## src/rtl/button_input_port.sv

```systemverilog
// button_input_port: synchronises, debounces and edge-detects user buttons; latches presses
// as pending interrupt flags and exposes levels, pending bits and a press counter via a read port.
module button_input_port #(
  parameter int NUM_IN    = 4,
  parameter int DB_CYCLES = 100000,
  parameter int CNT_W     = 17
) (
  input  logic              rclk,
  input  logic              rst,
  input  logic [NUM_IN-1:0] btn_in,
  input  logic              rd_en,
  input  logic [1:0]        rd_addr,
  output logic [31:0]       rd_data,
  output logic              rd_valid,
  output logic [NUM_IN-1:0] db_level,
  output logic [NUM_IN-1:0] press_pulse,
  output logic              irq
);
  localparam logic [CNT_W-1:0] TERM = CNT_W'(DB_CYCLES - 1);
  logic [NUM_IN-1:0] s1_q, s2_q, db_q, db_d, pulse_q, pulse_d, pend_q, pend_d, rise, clr;
  logic [CNT_W-1:0]  cnt_q [NUM_IN];
  logic [CNT_W-1:0]  cnt_d [NUM_IN];
  logic [15:0]       press_count_q, press_count_d;
  logic [31:0]       rd_data_q, rd_data_d;
  logic              rd_valid_q, rd_valid_d;
  logic [4:0]        pop;
  always_comb begin
    for (int i = 0; i < NUM_IN; i++) begin
      cnt_d[i] = (s2_q[i] == db_q[i] || cnt_q[i] == TERM) ? '0 : cnt_q[i] + 1'b1;
      db_d[i]  = (s2_q[i] != db_q[i] && cnt_q[i] == TERM) ? s2_q[i] : db_q[i];
    end
  end
  always_comb begin
    pop = '0;
    for (int i = 0; i < NUM_IN; i++) pop = pop + 5'(rise[i]);
  end
  // a press accepted on the same edge as a read-clear survives: set wins over clear
  always_comb begin
    rise          = db_d & ~db_q;
    pulse_d       = rise;
    clr           = (rd_en && rd_addr == 2'd1) ? pend_q : '0;
    pend_d        = (pend_q & ~clr) | rise;
    press_count_d = press_count_q + 16'(pop);
    rd_valid_d    = rd_en;
    rd_data_d     = !rd_en            ? rd_data_q :
                    rd_addr == 2'd0   ? 32'(db_q) :
                    rd_addr == 2'd1   ? 32'(pend_q) :
                    rd_addr == 2'd2   ? {16'b0, press_count_q} : 32'h0;
  end
  always_ff @(posedge rclk) begin
    if (rst) begin
      s1_q          <= '0;
      s2_q          <= '0;
      db_q          <= '0;
      pulse_q       <= '0;
      pend_q        <= '0;
      cnt_q         <= '{default: '0};
      press_count_q <= '0;
      rd_data_q     <= '0;
      rd_valid_q    <= 1'b0;
    end else begin
      s1_q          <= btn_in;
      s2_q          <= s1_q;
      db_q          <= db_d;
      pulse_q       <= pulse_d;
      pend_q        <= pend_d;
      cnt_q         <= cnt_d;
      press_count_q <= press_count_d;
      rd_data_q     <= rd_data_d;
      rd_valid_q    <= rd_valid_d;
    end
  end
  assign db_level    = db_q;
  assign press_pulse = pulse_q;
  assign irq         = |pend_q;
  assign rd_data     = rd_data_q;
  assign rd_valid    = rd_valid_q;
endmodule

```

## config.mk

```make
export PLATFORM = sky130hd
export DESIGN_NAME = button_input_port
export DESIGN_NICKNAME = d
export VERILOG_FILES = /design/src/rtl/button_input_port.sv
export SDC_FILE = /design/constraint.sdc
export NUM_CORES = 1
export LEC_CHECK = 0
export BUFFER_PORTS_ARGS = -buffer_cell sky130_fd_sc_hd__buf_2
export CORE_UTILIZATION = 55
export CTS_BUF_LIST = sky130_fd_sc_hd__clkbuf_8
export DETAILED_ROUTE_END_ITERATION = 10
export PLACE_DENSITY = 0.76
export SYNTH_ARGS = -nofsm -noshare
export SYNTH_HDL_FRONTEND = slang
export SYNTH_SLANG_ARGS = --single-unit
```

## constraint.sdc

```tcl
create_clock -name rclk -period 3.4 [get_ports rclk]
set_input_delay 0.34 -clock rclk [delete_from_list [all_inputs] [get_ports rclk]]
set_output_delay 0.34 -clock rclk [all_outputs]
set_load 0.03 [all_outputs]
```

==> impl_results.md, run 1 <==
* Status: finished, final reports clean
* Yosys reg bits at 121
* CP endpoint kind: register
* First-pass GRT wire length at 17700 um
* WL final at 10500 um
* Wire per inst at 13.4 um
* Min cycle time layout at 3.21 ns
* Predominant post-synthesis flop cell: dfxtp_1
* RSZ-0062 raised after global routing: false
* Layout overhead on the synthesized area at 11.8%
* Crit. Startpoint: cnt_q[52]
* CORE AREA at 9330 um^2
* Die Width at 101 um
* Post CTS Setup Buffer Count at 0
* Boundary Pins at 51
* Tot GR Track Use at 22.3%
* Drt initial violations at 190
* Die ar. at 10100 um^2
* H-Tree Depth at 4
* Vias at 4227
* Nature of the critical path startpoint: register
* Row count at 35
* Die Ht at 101 um
* Data required time of the worst path at 3.75 ns
* Setup slack, reg-to-reg at 0.19 ns
* Hold Violations, Final at 0
* Hold path endpoint: s1_q[0]
* FFs w/ async S/R, synth at 0%
* Clock Path Buffers at 2
* Largest net degree at the start of global routing at 50
* PortBufs at 34
* Worst Path Max Fanout at 5
* TritonCTS clock tree: done
* CTS Buf Count at 17
* Slew Limit Fails at 0
* Clk pwr share at 43.7%
* Sequential cell area at 2420 um^2
* Antenna Cells at 0
* Worst r2r path cells at 13
* Tot Pwr at 2.68 mW
* Setup TNS at 0 ns
* Vias in the first global route at 3841
* Distinct cells, synth at 48
* Mean post-synth cell area at 8.89 um^2
* R2R Path Start: cnt_q[52]
* FILL cells at 798
* CP Data Arrival Time at 3.57 ns
* Multi-input logic area at 2750 um^2
* Nets@finish at 658
* Cells after Synth at 602
* Layout cells sized above 1 at 13.7%
* Sequential fraction of the synthesis area at 45.3%
* Post-DP HPWL at 7330 um
* Fin Clk Skew at 0.0130 ns
* Mapped Area at 5350 um^2
* CTS sink cnt at 121
* R2R Path End: press_count_q[12]
* Drt drc at 0
* Worst slew pin tran at 0.571 ns
* FMAX at 311 MHz
* Initial Util at 57.4%
* CTS root buf: clkbuf_8
* Initial antenna violation count at 0
* Critical path class: register to register
* Net Sw Power at 0.602 mW
* Switching Share at 22.5%
* Hold Crit Depth at 2
* PwrDens at 448 nW/um^2
* Final period utilization at 94.5%
* Final setup fails at 0
* Routed Antenna Nets at 0
* Clk_lat worst skew at 0.43 ns
* Power share of the combinational group at 2.9%
* Int Power at 2.08 mW
* Synth warn at 0
* Max cap viols at 0
* HP Start: btn_in[0]
* GRT overflow at 0
* Max-slew headroom at 61.9%
* First-pass DRT Iterations at 4
* Hold Path Class: input port to register
* Avg Vias per Cell at 5.42
* Sequential Power Share at 53.4%
* GP Congestion at 0.868
* Clock transition at the registers of the reported paths at 0.07 ns
* Leakage at 2.08 nW
* Count of flip-flops with a built-in enable after synthesis at 0
* Maximum VDD drop at 0.287 mV
how the worst max path moves through the flow:
stage          slack (ns)  depth (start not counted)                 to
5_1_grt              0.02                         13  press_count_q[10]
3_3_place_gp         0.24                         11  press_count_q[15]
6_report             0.19                         13  press_count_q[12]
2_1_floorplan        0.11                         14  press_count_q[12]
3_5_place_dp         0.11                         11  press_count_q[15]
4_1_cts              0.08                         11  press_count_q[15]
cells by family after synthesis:
kind of cell             Yosys count  share of synthesized area (%)
AO/OA/AOI/OAI                     59                           6.57
XOR/XNOR                          64                           10.5
adder cells (fa/ha/maj)            8                           2.29
other                              1                         0.0701
multiplexers                       6                           1.12
buffers and inverters             49                           4.86
flip-flops                       121                           45.3
AND/OR/NAND/NOR                  294                           29.3
cells in the final DEF (no fill, tap or decap), types with 4 or more instances in the layout:
cell	n
xnor2_1	33
a211oi_1	4
clkinvlp_4	4
o31ai_1	7
a21o_1	4
dfxtp_1	120
o21ai_0	7
nor4_1	16
clkbuf_8	21
buf_4	10
a21oi_1	31
or4_1	6
nor2b_1	23
nand2_1	26
nand4_1	29
ha_1	5
and4_1	8
inv_1	11
xor2_1	31
or3_1	8
mux2i_1	6
conb_1	16
and3_1	8
buf_2	34
nor3_1	11
nor2_1	102
nand2b_1	10
nand3_1	26
per-stage QoR:
step	cells	hold WS [ns]	util, %	worst slack [ns]	area (um^2)
floorplan	617	0.414	-	0.114	5410
global placement	751	0.422	59.9	0.236	5590
detailed placement	751	0.420	59.9	0.105	5590
CTS	780	0.104	63.8	0.0769	5950
global route	780	0.126	64.1	0.0211	5980
finish	780	0.125	64.1	0.188	5980
sequential cells by signal (all words and copies together) (netlist names):
register,count
rd_valid,1
cnt_q,68
s1_q,4
press_count_q,16
press_pulse,4
s2_q,4
pend_q,4
rd_data,16
db_level,4
synthesized netlist by cell type (all sizes together), types with 3 or more instances:
| cell type | count | area share, % |
|---|---|---|
| nand3 | 27 | 2.5 |
| a21o | 5 | 0.73 |
| a21oi | 31 | 2.9 |
| xor2 | 31 | 5.1 |
| dfxtp | 121 | 45 |
| buf | 20 | 2.8 |
| and3 | 9 | 1.1 |
| o31ai | 7 | 0.98 |
| a211oi | 4 | 0.56 |
| nand2b | 10 | 1.2 |
| fa | 3 | 1.1 |
| nor4 | 16 | 1.9 |
| and4 | 8 | 1.3 |
| mux2i | 6 | 1.1 |
| clkbuf | 19 | 1.3 |
| nor3 | 11 | 1.0 |
| o21ai | 8 | 0.75 |
| inv | 10 | 0.70 |
| nor4b | 4 | 0.77 |
| or3 | 8 | 0.94 |
| nand2 | 27 | 2.0 |
| nand4 | 29 | 3.4 |
| xnor2 | 33 | 5.4 |
| nor2 | 103 | 7.2 |
| or4 | 7 | 1.1 |
| ha | 5 | 1.2 |
| nor2b | 24 | 2.8 |
power groups by stage:
stage	clock, mW	sequential (mW)	combinational, mW
after floorplan	0	1.47	0.0710
after global placement	0	1.46	0.0762
after detailed placement	0	1.46	0.0777
after CTS	1.20	1.43	0.0777
after global routing	1.27	1.43	0.0853
final	1.17	1.43	0.0777
cell type report:
cell class	instances	area share, %
clock buffer	21	4.83
clock inverter	8	1.23
inverter	10	0.627
multi-input combinational	447	46.0
sequential	121	40.5
tap	129	2.70
timing repair buffer	44	4.10
routing by layer:
layer | GRT usage (%) | routed length (um) | vias to the layer above
met2 | 36.3 | 5040 | 100
met3 | 6.31 | 451 | 12
li1 | - | - | 2131
met4 | 8.36 | 110 | 0
met5 | 0 | 0 | -
met1 | 28.2 | 4870 | 1984
what timing repair did:
| action | in CTS | in global routing |
|---|---|---|
| setup endpoints to repair | 0 | 10 |
| hold endpoints to repair | 0 | 0 |
| gates resized for setup | 0 | 8 |
| hold buffers | 0 | 0 |
worst max-delay path, stage by stage (launching register included):
cell	delay (ns)
dfxtp_1	0.35
ha_1	0.21
and4_1	0.25
nor4b_2	0.17
nand2_1	0.12
nor2_2	0.07
fa_1	0.53
inv_1	0.06
fa_2	0.35
inv_1	0.08
fa_2	0.21
nand3_2	0.09
or4_1	0.48
a21oi_1	0.16
No activity file was read; power rests on OpenSTA's default activity.
==> run 2, diff against run 1 <==
--- a/config.mk
+++ b/config.mk
@@ -6,10 +6,12 @@
 export NUM_CORES = 1
 export LEC_CHECK = 0
 export BUFFER_PORTS_ARGS = -buffer_cell sky130_fd_sc_hd__buf_2
+export CORE_MARGIN = 8
 export CORE_UTILIZATION = 55
 export CTS_BUF_LIST = sky130_fd_sc_hd__clkbuf_8
 export DETAILED_ROUTE_END_ITERATION = 10
 export PLACE_DENSITY = 0.76
+export SETUP_SLACK_MARGIN = 0.2
 export SYNTH_ARGS = -nofsm -noshare
 export SYNTH_HDL_FRONTEND = slang
 export SYNTH_SLANG_ARGS = --single-unit
==> run 2 against run 1 <==
- sequential power about the same
- critical path depth is the same
- sequential share of layout area decreased by 1.2 points
- largest cell class unchanged
- power increased by 14%
- cell area grew 3.6%
- first-iteration DRC count is 94% higher
- critical endpoint is now press_count_q[10]
- cell count increased by 1.2%
- largest power group is now clock
- hold slack got worse by 0.0068 ns
- sequential cell count is the same
==> impl_results.md, run 2 (same netlist as run 1, synthesis figures left out) <==
* H-Tree Depth at 4
* Clock transition at the registers of the reported paths at 0.07 ns
* Routed Antenna Nets at 0
* CP Data Arrival Time at 3.37 ns
* Tot GR Track Use at 17.3%
* Worst Path Max Fanout at 5
* Highest metal used: met4
* CP Buf/Inv Count at 3
* RSZ-0062 raised after global routing: true
* Row count at 36
* Drt drc at 0
* Die Ht at 115 um
* CORE AREA at 9590 um^2
* FILL cells at 802
* Initial antenna violation count at 0
* CP endpoint kind: register
* Die ar. at 13100 um^2
* Final setup fails at 0
* Data required time of the worst path at 3.71 ns
* Slew Limit Fails at 0
* TritonCTS clock tree: done
* Die Width at 115 um
* Dpl cells at 752
* GP Congestion at 0.865
* Vias at 4282
* Non-filler cells, final at 789
* First-pass GRT wire length at 18300 um
* Status: finished, final reports clean
* Most frequent cells in the layout: dfxtp_1 (114), nor2_1 (100), buf_2 (34)
* Post-DP HPWL at 7530 um
* PortBufs at 34
* CTS root buf: clkbuf_8
* First-pass DRT Iterations at 5
* Nets@finish at 660
* Antenna Cells at 0
* Leakage at 2.17 nW
* Met2 WL at 5330 um
* Fin Clk Skew at 0.00925 ns
* Crit path cell chain: or4b_4 > nor4b_4 > nand2_2 > nor2_4 > fa_1 > inv_2 > fa_2 > inv_2 > fa_2 > buf_6 > nand4_1 > xor2_1 > nor2_1
* Clk_lat worst skew at 0.43 ns
* Drt initial violations at 368
* Largest register by flop count: cnt_q
* CTS sink cnt at 121
* Wire per inst at 13.9 um
* Final period utilization at 90.3%
* WL met3 at 643 um
* Wl on met1 at 4770 um
* Hold Path Class: input port to register
* WL final at 11000 um
* Boundary Pins at 51
* Slowest-stage cell, CP: or4b_4
* Critical path class: register to register
* Hold Violations, Final at 0
* FMAX at 326 MHz
* Initial Util at 55.8%
* Nature of the critical path startpoint: register
* Crit path max-delay family: simple AND/OR/NAND/NOR gates
* Vias in the first global route at 4039
* Max-slew headroom at 62.7%
* Max reg flops at 68
* Min cycle time layout at 3.07 ns
* Max cap viols at 0
* CP max stage delay at 0.56 ns
* Avg Vias per Cell at 5.43
* Layout overhead on the synthesized area at 15.8%
* Layout cells sized above 1 at 17.2%
* CTS Buf Count at 17
* Largest net degree at the start of global routing at 42
* Worst slew pin tran at 0.559 ns
* Maximum VDD drop at 0.328 mV
* PwrDens at 491 nW/um^2
* Commonest non-fill, non-tap cell in the layout: dfxtp_1
* Setup TNS at 0 ns
* Clock Path Buffers at 2
* Hold bufs inserted after CTS at 0
* GRT overflow at 0
-- run 2: cell count changes in the layout (fill, tap and decap cells not counted), sizes merged --
cell,change
buf,+2
clkinvlp,-1
bufinv,+5
clkbuf,-2
clkinv,+2
inv,-1
-- run 2: timing repair --
action,4_1_cts,5_1_grt
buffers inserted,1,4
gates resized for setup,2,28
pin swaps,1,12
setup endpoints to repair,4,12
cloned,0,0
-- run 2: layer usage --
layer / vias up / global-route usage, %
met5: - / 0
met1: 2001 / 19.8
met2: 122 / 28.6
li1: 2137 / -
met3: 22 / 5.33
met4: 0 / 8.61
-- run 2: through the flow --
| step | hold WS, ns | cell area, um^2 | setup slack (ns) | power, mW | util [%] |
|---|---|---|---|---|---|
| global route | 0.0938 | 6190 | 0.140 | 3.16 | 64.6 |
| finish | 0.118 | 6190 | 0.331 | 3.04 | 64.6 |
| detailed placement | 0.447 | 5580 | 0.132 | 1.54 | 58.2 |
| CTS | 0.0900 | 6080 | 0.193 | 3.07 | 63.3 |
| floorplan | 0.414 | 5420 | 0.225 | 1.54 | - |
| global placement | 0.431 | 5580 | 0.152 | 1.54 | 58.2 |
-- run 2: power breakdown --
part	switching (mW)	internal, mW
Combinational	0.0634	0.0156
Clock	0.555	0.980
Sequential	0.00475	1.43
Total	0.623	2.42
-- run 2: worst paths after layout --
kind | from | end | slack [ns] | cells after the start
max | cnt_q[59] | press_count_q[10] | 0.33 | 13
max reg2reg | cnt_q[59] | press_count_q[10] | 0.33 | 13
min reg2reg | s1_q[0] | s2_q[0] | 0.45 | 1
min | btn_in[2] | s1_q[2] | 0.12 | 2
-- run 2: layout make-up --
cell class	count	area [um^2]	area share, %
Multi-Input combinational cell	447	2810	45.3
Clock buffer	19	262	4.22
Inverter	10	37.5	0.606
Tap cell	133	166	2.69
Sequential cell	121	2430	39.3
Timing Repair Buffer	46	264	4.26
Clock inverter	13	223	3.60
-- run 2: worst reg2reg max path: cells and delay by family, from the launching register on --
family	cells	cell delay, ns
AND/OR/NAND/NOR	6	1.17
adder cells (fa/ha/maj)	3	1.02
flip-flops	1	0.34
buffers and inverters	3	0.26
XOR/XNOR	1	0.15
